<file path="src/rtl/ldm_pkg.sv">
// Constants and state encoding shared by the LDM line buffer and the line shifter.
package ldm_pkg;

  localparam int LDM_LINES  = 16;
  localparam int LDM_LINE_W = 16;
  localparam int LDM_ADDR_W = 4;

  typedef enum logic [2:0] {IDLE, LOAD, SHIFT, LATCH, DONE} ldm_state_e;

  // Counter width for a modulo-n counter; never narrower than one bit.
  function automatic int cnt_w(input int n);
    return (n > 1) ? $clog2(n) : 1;
  endfunction

endpackage

</file>
<file path="src/rtl/ldm_sclk_gen.sv">
// Shift-clock divider: SCLK_DIV cycles low, SCLK_DIV cycles high, restarting low when enabled.
// bit_end strobes on the last high cycle, i.e. the edge where the next bit begins.
module ldm_sclk_gen
  import ldm_pkg::*;
#(
  parameter int SCLK_DIV = 2
) (
  input  logic clk,
  input  logic rst,
  input  logic en,
  output logic sclk,
  output logic bit_end
);

  localparam int DW = cnt_w(SCLK_DIV);
  localparam logic [DW-1:0] DIV_LAST = DW'(SCLK_DIV - 1);

  logic [DW-1:0] div_cnt_reg;
  logic          phase_reg;
  logic          wrap;

  assign wrap    = en && (div_cnt_reg == DIV_LAST);
  assign bit_end = wrap && phase_reg;
  assign sclk    = phase_reg;

  always_ff @(posedge clk) begin
    if (rst || !en) begin
      div_cnt_reg <= '0;
      phase_reg   <= 1'b0;
    end else if (wrap) begin
      div_cnt_reg <= '0;
      phase_reg   <= ~phase_reg;
    end else begin
      div_cnt_reg <= div_cnt_reg + 1'b1;
    end
  end

endmodule

</file>
<file path="src/rtl/ldm_line_shifter.sv">
// Sweeps the LDM line buffer and shifts each line to the LED driver chain, bit[0] first.
// Define LDM_SHIFT_PARITY_EN to append an odd-parity bit after every line.
module ldm_line_shifter
  import ldm_pkg::*;
#(
  parameter int LINES    = LDM_LINES,
  parameter int ADDR_W   = LDM_ADDR_W,
  parameter int LINE_W   = LDM_LINE_W,
  parameter int SCLK_DIV = 2,
  parameter int LATCH_W  = 2
) (
  input  logic              clk,
  input  logic              rst,
  input  logic              start,
  output logic [ADDR_W-1:0] LDM_ADDR,
  input  logic [0:LINE_W-1] LDM_LINE_DATA,
  output logic              busy,
  output logic              done,
  output logic              overrun,
  output logic              led_sclk,
  output logic              led_sdata,
  output logic              led_latch
);

`ifdef LDM_SHIFT_PARITY_EN
  localparam int NBITS = LINE_W + 1;
`else
  localparam int NBITS = LINE_W;
`endif
  localparam int BCW = $clog2(LINE_W + 1);
  localparam int LCW = cnt_w(LATCH_W);
  localparam logic [BCW-1:0]    BIT_LAST  = BCW'(NBITS - 1);
  localparam logic [LCW-1:0]    LAT_LAST  = LCW'(LATCH_W - 1);
  localparam logic [ADDR_W-1:0] ADDR_LAST = ADDR_W'(LINES - 1);

  ldm_state_e        state_reg, state_next;
  logic [ADDR_W-1:0] addr_reg;
  logic [NBITS-1:0]  shift_reg;
  logic [NBITS-1:0]  line_le;
  logic [BCW-1:0]    bit_cnt_reg;
  logic [LCW-1:0]    latch_cnt_reg;
  logic              overrun_reg;
  logic              bit_end;
  logic              latch_last;

  // Reorder the line so the shift register always emits bit index 0 from its LSB.
  for (genvar gi = 0; gi < LINE_W; gi++) begin : g_line
    assign line_le[gi] = LDM_LINE_DATA[gi];
  end
`ifdef LDM_SHIFT_PARITY_EN
  assign line_le[LINE_W] = ~^LDM_LINE_DATA;
`endif

  ldm_sclk_gen #(.SCLK_DIV(SCLK_DIV)) u_sclk_gen (
    .clk     (clk),
    .rst     (rst),
    .en      (state_reg == SHIFT),
    .sclk    (led_sclk),
    .bit_end (bit_end)
  );

  assign latch_last = (latch_cnt_reg == LAT_LAST);
  assign LDM_ADDR   = addr_reg;
  assign overrun    = overrun_reg;

  always_ff @(posedge clk) begin
    if (rst) state_reg <= IDLE;
    else     state_reg <= state_next;
  end

  always_comb begin
    state_next = state_reg;
    busy       = 1'b0;
    done       = 1'b0;
    led_latch  = 1'b0;
    led_sdata  = 1'b0;
    case (state_reg)
      IDLE:  if (start) state_next = LOAD;
      LOAD: begin
        busy       = 1'b1;
        state_next = SHIFT;
      end
      SHIFT: begin
        busy      = 1'b1;
        led_sdata = shift_reg[0];
        if (bit_end && (bit_cnt_reg == BIT_LAST)) state_next = LATCH;
      end
      LATCH: begin
        busy      = 1'b1;
        led_latch = 1'b1;
        if (latch_last) state_next = (addr_reg == ADDR_LAST) ? DONE : LOAD;
      end
      DONE: begin
        busy       = 1'b1;
        done       = 1'b1;
        state_next = IDLE;
      end
      default: state_next = IDLE;
    endcase
  end

  always_ff @(posedge clk) begin
    if (rst) begin
      addr_reg      <= '0;
      shift_reg     <= '0;
      bit_cnt_reg   <= '0;
      latch_cnt_reg <= '0;
      overrun_reg   <= 1'b0;
    end else begin
      overrun_reg <= start && (state_reg != IDLE);
      if (state_reg == LOAD) shift_reg <= line_le;
      else if (state_reg == SHIFT && bit_end) shift_reg <= shift_reg >> 1;

      if (state_reg != SHIFT) bit_cnt_reg <= '0;
      else if (bit_end)       bit_cnt_reg <= bit_cnt_reg + 1'b1;

      latch_cnt_reg <= (state_reg == LATCH && !latch_last) ? latch_cnt_reg + 1'b1 : '0;

      // Address only moves on the LATCH->LOAD edge and returns to 0 on frame exit.
      if (state_reg == LATCH && latch_last && addr_reg != ADDR_LAST) addr_reg <= addr_reg + 1'b1;
      else if (state_reg == DONE) addr_reg <= '0;
    end
  end

endmodule

</file>
<file path="config.mk">
export PLATFORM = sky130hd
export DESIGN_NAME = ldm_line_shifter
export DESIGN_NICKNAME = d
export VERILOG_FILES = /design/src/rtl/ldm_pkg.sv /design/src/rtl/ldm_sclk_gen.sv /design/src/rtl/ldm_line_shifter.sv
export SDC_FILE = /design/constraint.sdc
export NUM_CORES = 1
export LEC_CHECK = 0
export CORE_ASPECT_RATIO = 0.6
export CORE_MARGIN = 5
export CORE_UTILIZATION = 66
export DETAILED_ROUTE_END_ITERATION = 16
export DONT_BUFFER_PORTS = 1
export PLACE_DENSITY = 0.82
export SYNTH_ARGS = -nofsm -noshare
export SYNTH_HDL_FRONTEND = slang
export SYNTH_SLANG_ARGS = --single-unit
</file>
<file path="constraint.sdc">
create_clock -name clk -period 4.3 [get_ports clk]
set_input_delay 0.86 -clock clk [delete_from_list [all_inputs] [get_ports clk]]
set_output_delay 0.86 -clock clk [all_outputs]
set_load 0.005 [all_outputs]
</file>
==> results of run 1 <==
synth_stat cells:
master / number
nand3_1: 21
or3b_1: 2
xnor2_1: 2
o311a_1: 1
a21o_1: 1
nand2_1: 4
a31oi_1: 1
or3b_4: 1
nor3b_4: 1
nand3b_1: 1
o211ai_1: 4
o2111ai_1: 1
o41ai_1: 1
clkbuf_1: 14
nor4_1: 1
nor3b_1: 1
a311oi_1: 15
buf_4: 1
buf_2: 2
a21boi_0: 1
dfxtp_1: 32
nor2_1: 18
nand4b_1: 2
and4b_1: 1
ha_1: 3
o21ai_0: 15
or4_1: 2
and2_1: 2
o31ai_1: 2
o21ai_1: 2
a21oi_1: 9
inv_1: 5
nand4_1: 2
a2111oi_0: 2
or3_1: 3
nor3_1: 2
and3_1: 3
xor2_1: 1
worst register-to-register path, stage by stage (launching register included):
cell and delay (ps):
dfxtp_1 620, or3b_1 800, nor2_1 280, a311oi_1 80
cell usage in the layout, fill, tap and decap left out, drive strengths merged, types with 3 or more instances in the layout:
cell,netlist,routed
inv,5,5
and3,3,3
o21ai,17,17
nand3,21,21
nor2,18,18
clkbuf,14,6
or3b,3,3
a21oi,9,9
a311oi,15,15
dfxtp,32,32
or3,3,3
o211ai,4,4
ha,3,3
nand2,4,4
through the flow:
stage / util / hold WS (ps) / setup WS [ps] / instances
2_1_floorplan: - / 445 / 2300 / 182
3_3_place_gp: 0.685 / 459 / 2030 / 195
3_5_place_dp: 0.685 / 470 / 1960 / 195
4_1_cts: 0.728 / 478 / 1660 / 203
5_1_grt: 0.728 / 501 / 1500 / 203
6_report: 0.728 / 483 / 1640 / 203
worst paths after layout:
kind / slack (ps) / cells past startpoint / endpoint / startpoint
worst max-delay path: 1640 / 2 / led_sdata / state_reg[1]
worst min-delay path: 480 / 2 / shift_reg[6] / shift_reg[7]
worst max register to register: 2350 / 3 / shift_reg[14] / state_reg[0]
worst min register to register: 480 / 2 / shift_reg[6] / shift_reg[7]
cell type report:
class                   instances  share of cell area
clock inverters                 2             0.00626
inverters                       5              0.0117
flip-flops and latches         32               0.401
clock buffers                   6              0.0517
multi-input cells             128               0.506
well taps                      30              0.0235
power by group through the flow:
stage / logic [W] / clock network [W] / registers, W
after floorplan: 0.0000733 / 0 / 0.000338
after global placement: 0.0000702 / 0 / 0.000346
after detailed placement: 0.0000744 / 0 / 0.000348
after CTS: 0.0000748 / 0.000242 / 0.000342
after global routing: 0.0000843 / 0.000257 / 0.000345
final: 0.0000751 / 0.000240 / 0.000343
logic make-up after synthesis:
logic type                 count (synthesis)
and+or+nand+nor                           67
DFF                                       32
adders and majority gates                  3
xor gates and xnor gates                   3
buffers and inverters                     22
AOI/OAI and AO/OA                         55
per-layer routing:
layer / up-vias / part of all wire
met1: 643 / 0.45
met3: 6 / 0.096
li1: 663 / -
met4: 0 / 0.0042
met2: 74 / 0.45
met5: - / 0
==> reports/summary.txt, run 1 <==
Startpoint types: flop
GRT met3 Usage: 0.0919
Synthesis warning total: 0
Postcts setup bufs: 0
Gate Count Post-Synth: 182
Row cnt: 13
Mux cell area share after synthesis: 0
Maximum vdd ir drop: 0.000451 V
CP cell instances: nor3b_4 > and2_1
Syn Nets: 204
Max reg flops: 16
Number of global-route vias before repair: 1217
Dpl cell area: 1510 µm²
Total Power Consumption: 0.000657 W
Num CTS Buffers: 5
Pint: 0.000478 W
Final worst-path cycle share: 0.619
Worst EP required: 3440 ps
Clock sink total: 32
Vias/cell: 6.83
Gr busiest metal: met2
Final Cell Area: 1600 µm²
First-pass GRT wire length: 5720 µm
Met2 Track Usage GR: 0.360
GR Util met1: 0.281
Max Fclk: 376 MHz
CP top delay family: simple AND/OR/NAND/NOR gates
Port-buffer cells: 0
Initial Util: 0.700
Switching share of power: 0.273
Worst Path Buf+Inv: 0
Share of the yosys chip area belonging to registers: 0.417
Vias: 1386
Worst-Skew Late Latency: 280 ps
Multi-input logic area: 808 µm²
Gr usage total: 0.223
Critical Path AT: 1800 ps
Synth Area in Adders: 0.0244
CTS tree: yes
Final setup fails: 0
Clock share of power: 0.365
RSZ-0062 raised after global routing: false
Synth Area in Simple Gates: 0.242
Final min period: 2660 ps
#FFs+latches synth: 32
Setup CP Type: flop to output pin
Htree depth: 2
FF/Latch Area: 641 µm²
Max-slew violations: 0
Reg clk slew, reported paths: 70 ps
Cts hold-fix bufs: 0
Setup TNS: 0 ps
First DRT Iteration DRCs: 143
Syn_area_per_cell: 8.45 µm²
Top cells by area, synth: dfxtp_1 42%, a311oi_1 8.5%, nand3_1 6.8%, o21ai_0 4.9%, nor2_1 4.4%
DP Wirelength: 2380 µm
Post-Synth XOR/XNOR Area: 0.0171
Die width: 72.3 µm
Root Buffer: clkbuf_8
Worst Skew: 7.03 ps
DR pass1 iterations: 7
Outcome: finished, final reports clean
DRC: 0
Slowest cell on crit path: nor3b_4
Drt wl/cell: 17.7 µm
CP endpoint kind: output pin
Gate power share: 0.114
Switching Power: 0.000179 W
CORE AREA: 2200 µm²
Ant diodes: 0
Max-cap violations: 0
Die height: 47.4 µm
Max clock buf depth: 2
Unique masters post-synth: 38
Post-Syn Area: 1540 µm²
CTS resizes: 0
Leakage: 0.538 nW
Post-synth top area cell: dfxtp_1
Seq pwr share: 0.521
Layout cells sized above 1: 0.0578
DIE AREA: 3430 µm²
Largest net degree at the start of global routing: 32
Fin. Hold Viols: 0
Initial antenna violation count: 0
GRT overflow: 0
Antenna Violating Nets Remaining: 0
Pwr dens: 411 nW/µm²
Post-synthesis compound-gate area fraction: 0.242
Area Growth Syn to Fin: 3.91%
Layout fillers: 189
Routed WL: 3600 µm
Main combinational cell family by area after synthesis: compound AO/OA/AOI/OAI gates
Worst-path fanout max: 19
Worst slew pin tran: 962 ps
# IOs: 29
Worst slew margin: 0.359
Worst path max stage delay: 720 ps
Yosys top cell area share: 0.417
RD Place Congestion: 0.829
HP Class: flop to flop
Nets: 194
No activity file was read; power rests on OpenSTA's default activity.
==> run 2, diff against run 1 <==
--- a/config.mk
+++ b/config.mk
@@ -7,10 +7,10 @@
 export LEC_CHECK = 0
 export CORE_ASPECT_RATIO = 0.6
 export CORE_MARGIN = 5
-export CORE_UTILIZATION = 66
+export CORE_UTILIZATION = 55
 export DETAILED_ROUTE_END_ITERATION = 16
 export DONT_BUFFER_PORTS = 1
-export PLACE_DENSITY = 0.82
+export PLACE_DENSITY = 0.73
 export SYNTH_ARGS = -nofsm -noshare
 export SYNTH_HDL_FRONTEND = slang
 export SYNTH_SLANG_ARGS = --single-unit
==> constraint.sdc (replaced) <==
create_clock -name clk -period 2.2 [get_ports clk]
set_input_delay 0.44 -clock clk [delete_from_list [all_inputs] [get_ports clk]]
set_output_delay 0.44 -clock clk [all_outputs]
set_load 0.005 [all_outputs]
==> run 2 against run 1 <==
Compared with the run above: first-iteration DRC count up 20%; via count down 3.5%; sequential power up 94%; sequential share of layout area down 1.8 points; clock power rose to 2.6 times the previous value; cell area up 4.6%; register-to-register slack worse by 2000 ps; clock-buffer cell count up 1; highest routed layer unchanged.
==> reports/summary.txt, run 2 (synthesized netlist as in run 1, its figures left out) <==
Gr usage total: 0.191 (was 0.223)
Leakage: 0.576 nW (was 0.538 nW)
Maximum vdd ir drop: 0.000612 V (was 0.000451 V)
Layout cells sized above 1: 0.0843 (was 0.0578)
Setup TNS: 0 ps (unchanged)
HP Class: input port to flop (was flop to flop)
Worst slew margin: 0.684 (was 0.359)
Ant diodes: 0 (unchanged)
Pwr dens: 861 nW/µm² (was 411 nW/µm²)
CP cell instances: nor3b_4 > and2_1 (unchanged)
Port-buffer cells: 0 (unchanged)
Worst EP required: 1760 ps (was 3440 ps)
Reg clk slew, reported paths: 70 ps (about the same)
Worst Setup EP: led_sdata (unchanged)
DR pass1 iterations: 4 (was 7)
Largest net degree at the start of global routing: 32 (unchanged)
Clock sink total: 32 (unchanged)
Max Fclk: 507 MHz
Fin. Hold Viols: 0 (unchanged)
Worst Skew: 9.26 ps (was 7.03 ps)
Max-cap violations: 0 (unchanged)
Row cnt: 14 (was 13)
Area Growth Syn to Fin: 8.71% (was 3.91%)
Worst slack, placed: 346 ps (was 1960 ps)
Worst slew pin tran: 474 ps (was 962 ps)
Most common cell after layout, fill and taps aside: dfxtp_1 (unchanged)
Commonest cells after routing, fill and taps aside: 32 x dfxtp_1, 21 x nand3_1, 18 x nor2_1, 15 x o21ai_0, 15 x a311oi_1 (unchanged)
Reg2reg end: bit_cnt_reg[3] (was shift_reg[14])
GRT overflow: 0 (unchanged)
CORE AREA: 2590 µm² (was 2200 µm²)
Slowest cell on crit path: dfxtp_1 (was nor3b_4)
First-pass GRT wire length: 5930 µm (was 5720 µm)
RD Place Congestion: 0.777 (was 0.829)
Max clock buf depth: 2 (unchanged)
Initial Util: 0.593 (was 0.700)
Max reg flops: 16 (unchanged)
Critical Path AT: 1530 ps (was 1800 ps)
Final worst-path cycle share: 0.897
DRC: 0 (unchanged)
Initial antenna violation count: 0 (unchanged)
Startpoint types: flop (unchanged)
Drt wl/cell: 16.5 µm (was 17.7 µm)
Vias: 1338 (was 1386)
Die width: 78.3 µm (was 72.3 µm)
Nets: 199 (was 194)
Cts hold-fix bufs: 0 (unchanged)
DIE AREA: 3990 µm² (was 3430 µm²)
Worst-Skew Late Latency: 290 ps (was 280 ps)
Critical path origin: state_reg[1] (unchanged)
Setup CP Type: flop to output pin (unchanged)
Worst r2r src: state_reg[1] (was state_reg[0])
First DRT Iteration DRCs: 172 (was 143)
DP Wirelength: 2370 µm (was 2380 µm)
Final setup fails: 0 (unchanged)
Final min period: 1970 ps
Vias/cell: 6.37 (was 6.83)
Worst-path fanout max: 15 (was 19)
CP endpoint kind: output pin (unchanged)
RSZ-0062 raised after global routing: false (unchanged)
CTS tree: yes (unchanged)
Num CTS Buffers: 5 (unchanged)
Postcts setup bufs: 0 (unchanged)
CTS resizes: 0 (unchanged)
Die height: 51.0 µm (was 47.4 µm)
Outcome: finished, final reports clean (unchanged)
# IOs: 29 (unchanged)
Number of global-route vias before repair: 1236 (was 1217)
R2R Setup Slk: 330 ps (was 2350 ps)
Antenna Violating Nets Remaining: 0 (unchanged)
Max-slew violations: 0 (unchanged)
Htree depth: 2 (unchanged)
Layout fillers: 223 (was 189)
Routed WL: 3470 µm (was 3600 µm)
Worst path max stage delay: 550 ps (was 720 ps)
Root Buffer: clkbuf_8 (unchanged)
Worst reg-to-reg path cell count: 3 (unchanged)
Final setup margin: 226 ps (was 1640 ps)
==> run 2: cell types whose count changed in the layout (fill, tap and decap cells not counted) <==
cell,delta
clkbuf_8,+1
clkinv_2,-2
bufinv_16,+1
buf_4,+5
==> run 2: worst min path at each step <==
stage                                start                      to  slack [ps]  cells past startpoint
global placement            bit_cnt_reg[3]          bit_cnt_reg[3]         460                      2
detailed placement  u_sclk_gen.div_cnt_reg  u_sclk_gen.div_cnt_reg         470                      1
CTS                                    rst            shift_reg[1]         200                      1
finish                                 rst             LDM_ADDR[1]         210                      1
global route                           rst            shift_reg[1]         200                      1
floorplan           u_sclk_gen.div_cnt_reg  u_sclk_gen.div_cnt_reg         440                      1
==> run 2: metal layers <==
layer  global-route usage  vias to the layer above  wire, µm
li1                     -                      675         -
met1                0.265                      610      1730
met2                0.260                       48      1390
met3               0.0772                        5       310
met4               0.0814                        0        43
met5                    0                        -         0
==> run 2: per-stage QoR <==
stage	utilization	hold slack, ps	cells	power [W]	instance area (µm²)
after floorplan	-	445	182	0.000804	1540
after global placement	0.596	459	202	0.000824	1550
after detailed placement	0.596	471	202	0.000831	1550
after CTS	0.645	204	210	0.00145	1670
after global routing	0.645	198	210	0.00151	1670
final	0.645	214	210	0.00144	1670
==> run 2: area by class of cell <==
class                   count  area, µm²  share of cell area
multi-input cells         128        808               0.484
flip-flops and latches     32        641               0.383
clock buffers               7       96.3              0.0576
well taps                  32       40.0              0.0240
repair buffers              5       37.5              0.0225
clock inverters             1       30.0              0.0180
inverters                   5       18.8              0.0112
==> run 2: worst max-delay path, delay by kind of cell (launching register included) <==
kind / cells / cell delay (ps)
and+or+nand+nor: 2 / 700
DFF: 1 / 550
==> run 2: where the power goes <==
| group | leakage (nW) | internal, W | switching (W) | total (W) |
|---|---|---|---|---|
| combinational | 0.250 | 0.0000649 | 0.0000880 | 0.000153 |
| sequential | 0.261 | 0.000627 | 0.0000392 | 0.000666 |
| clock | 0.0645 | 0.000399 | 0.000221 | 0.000620 |
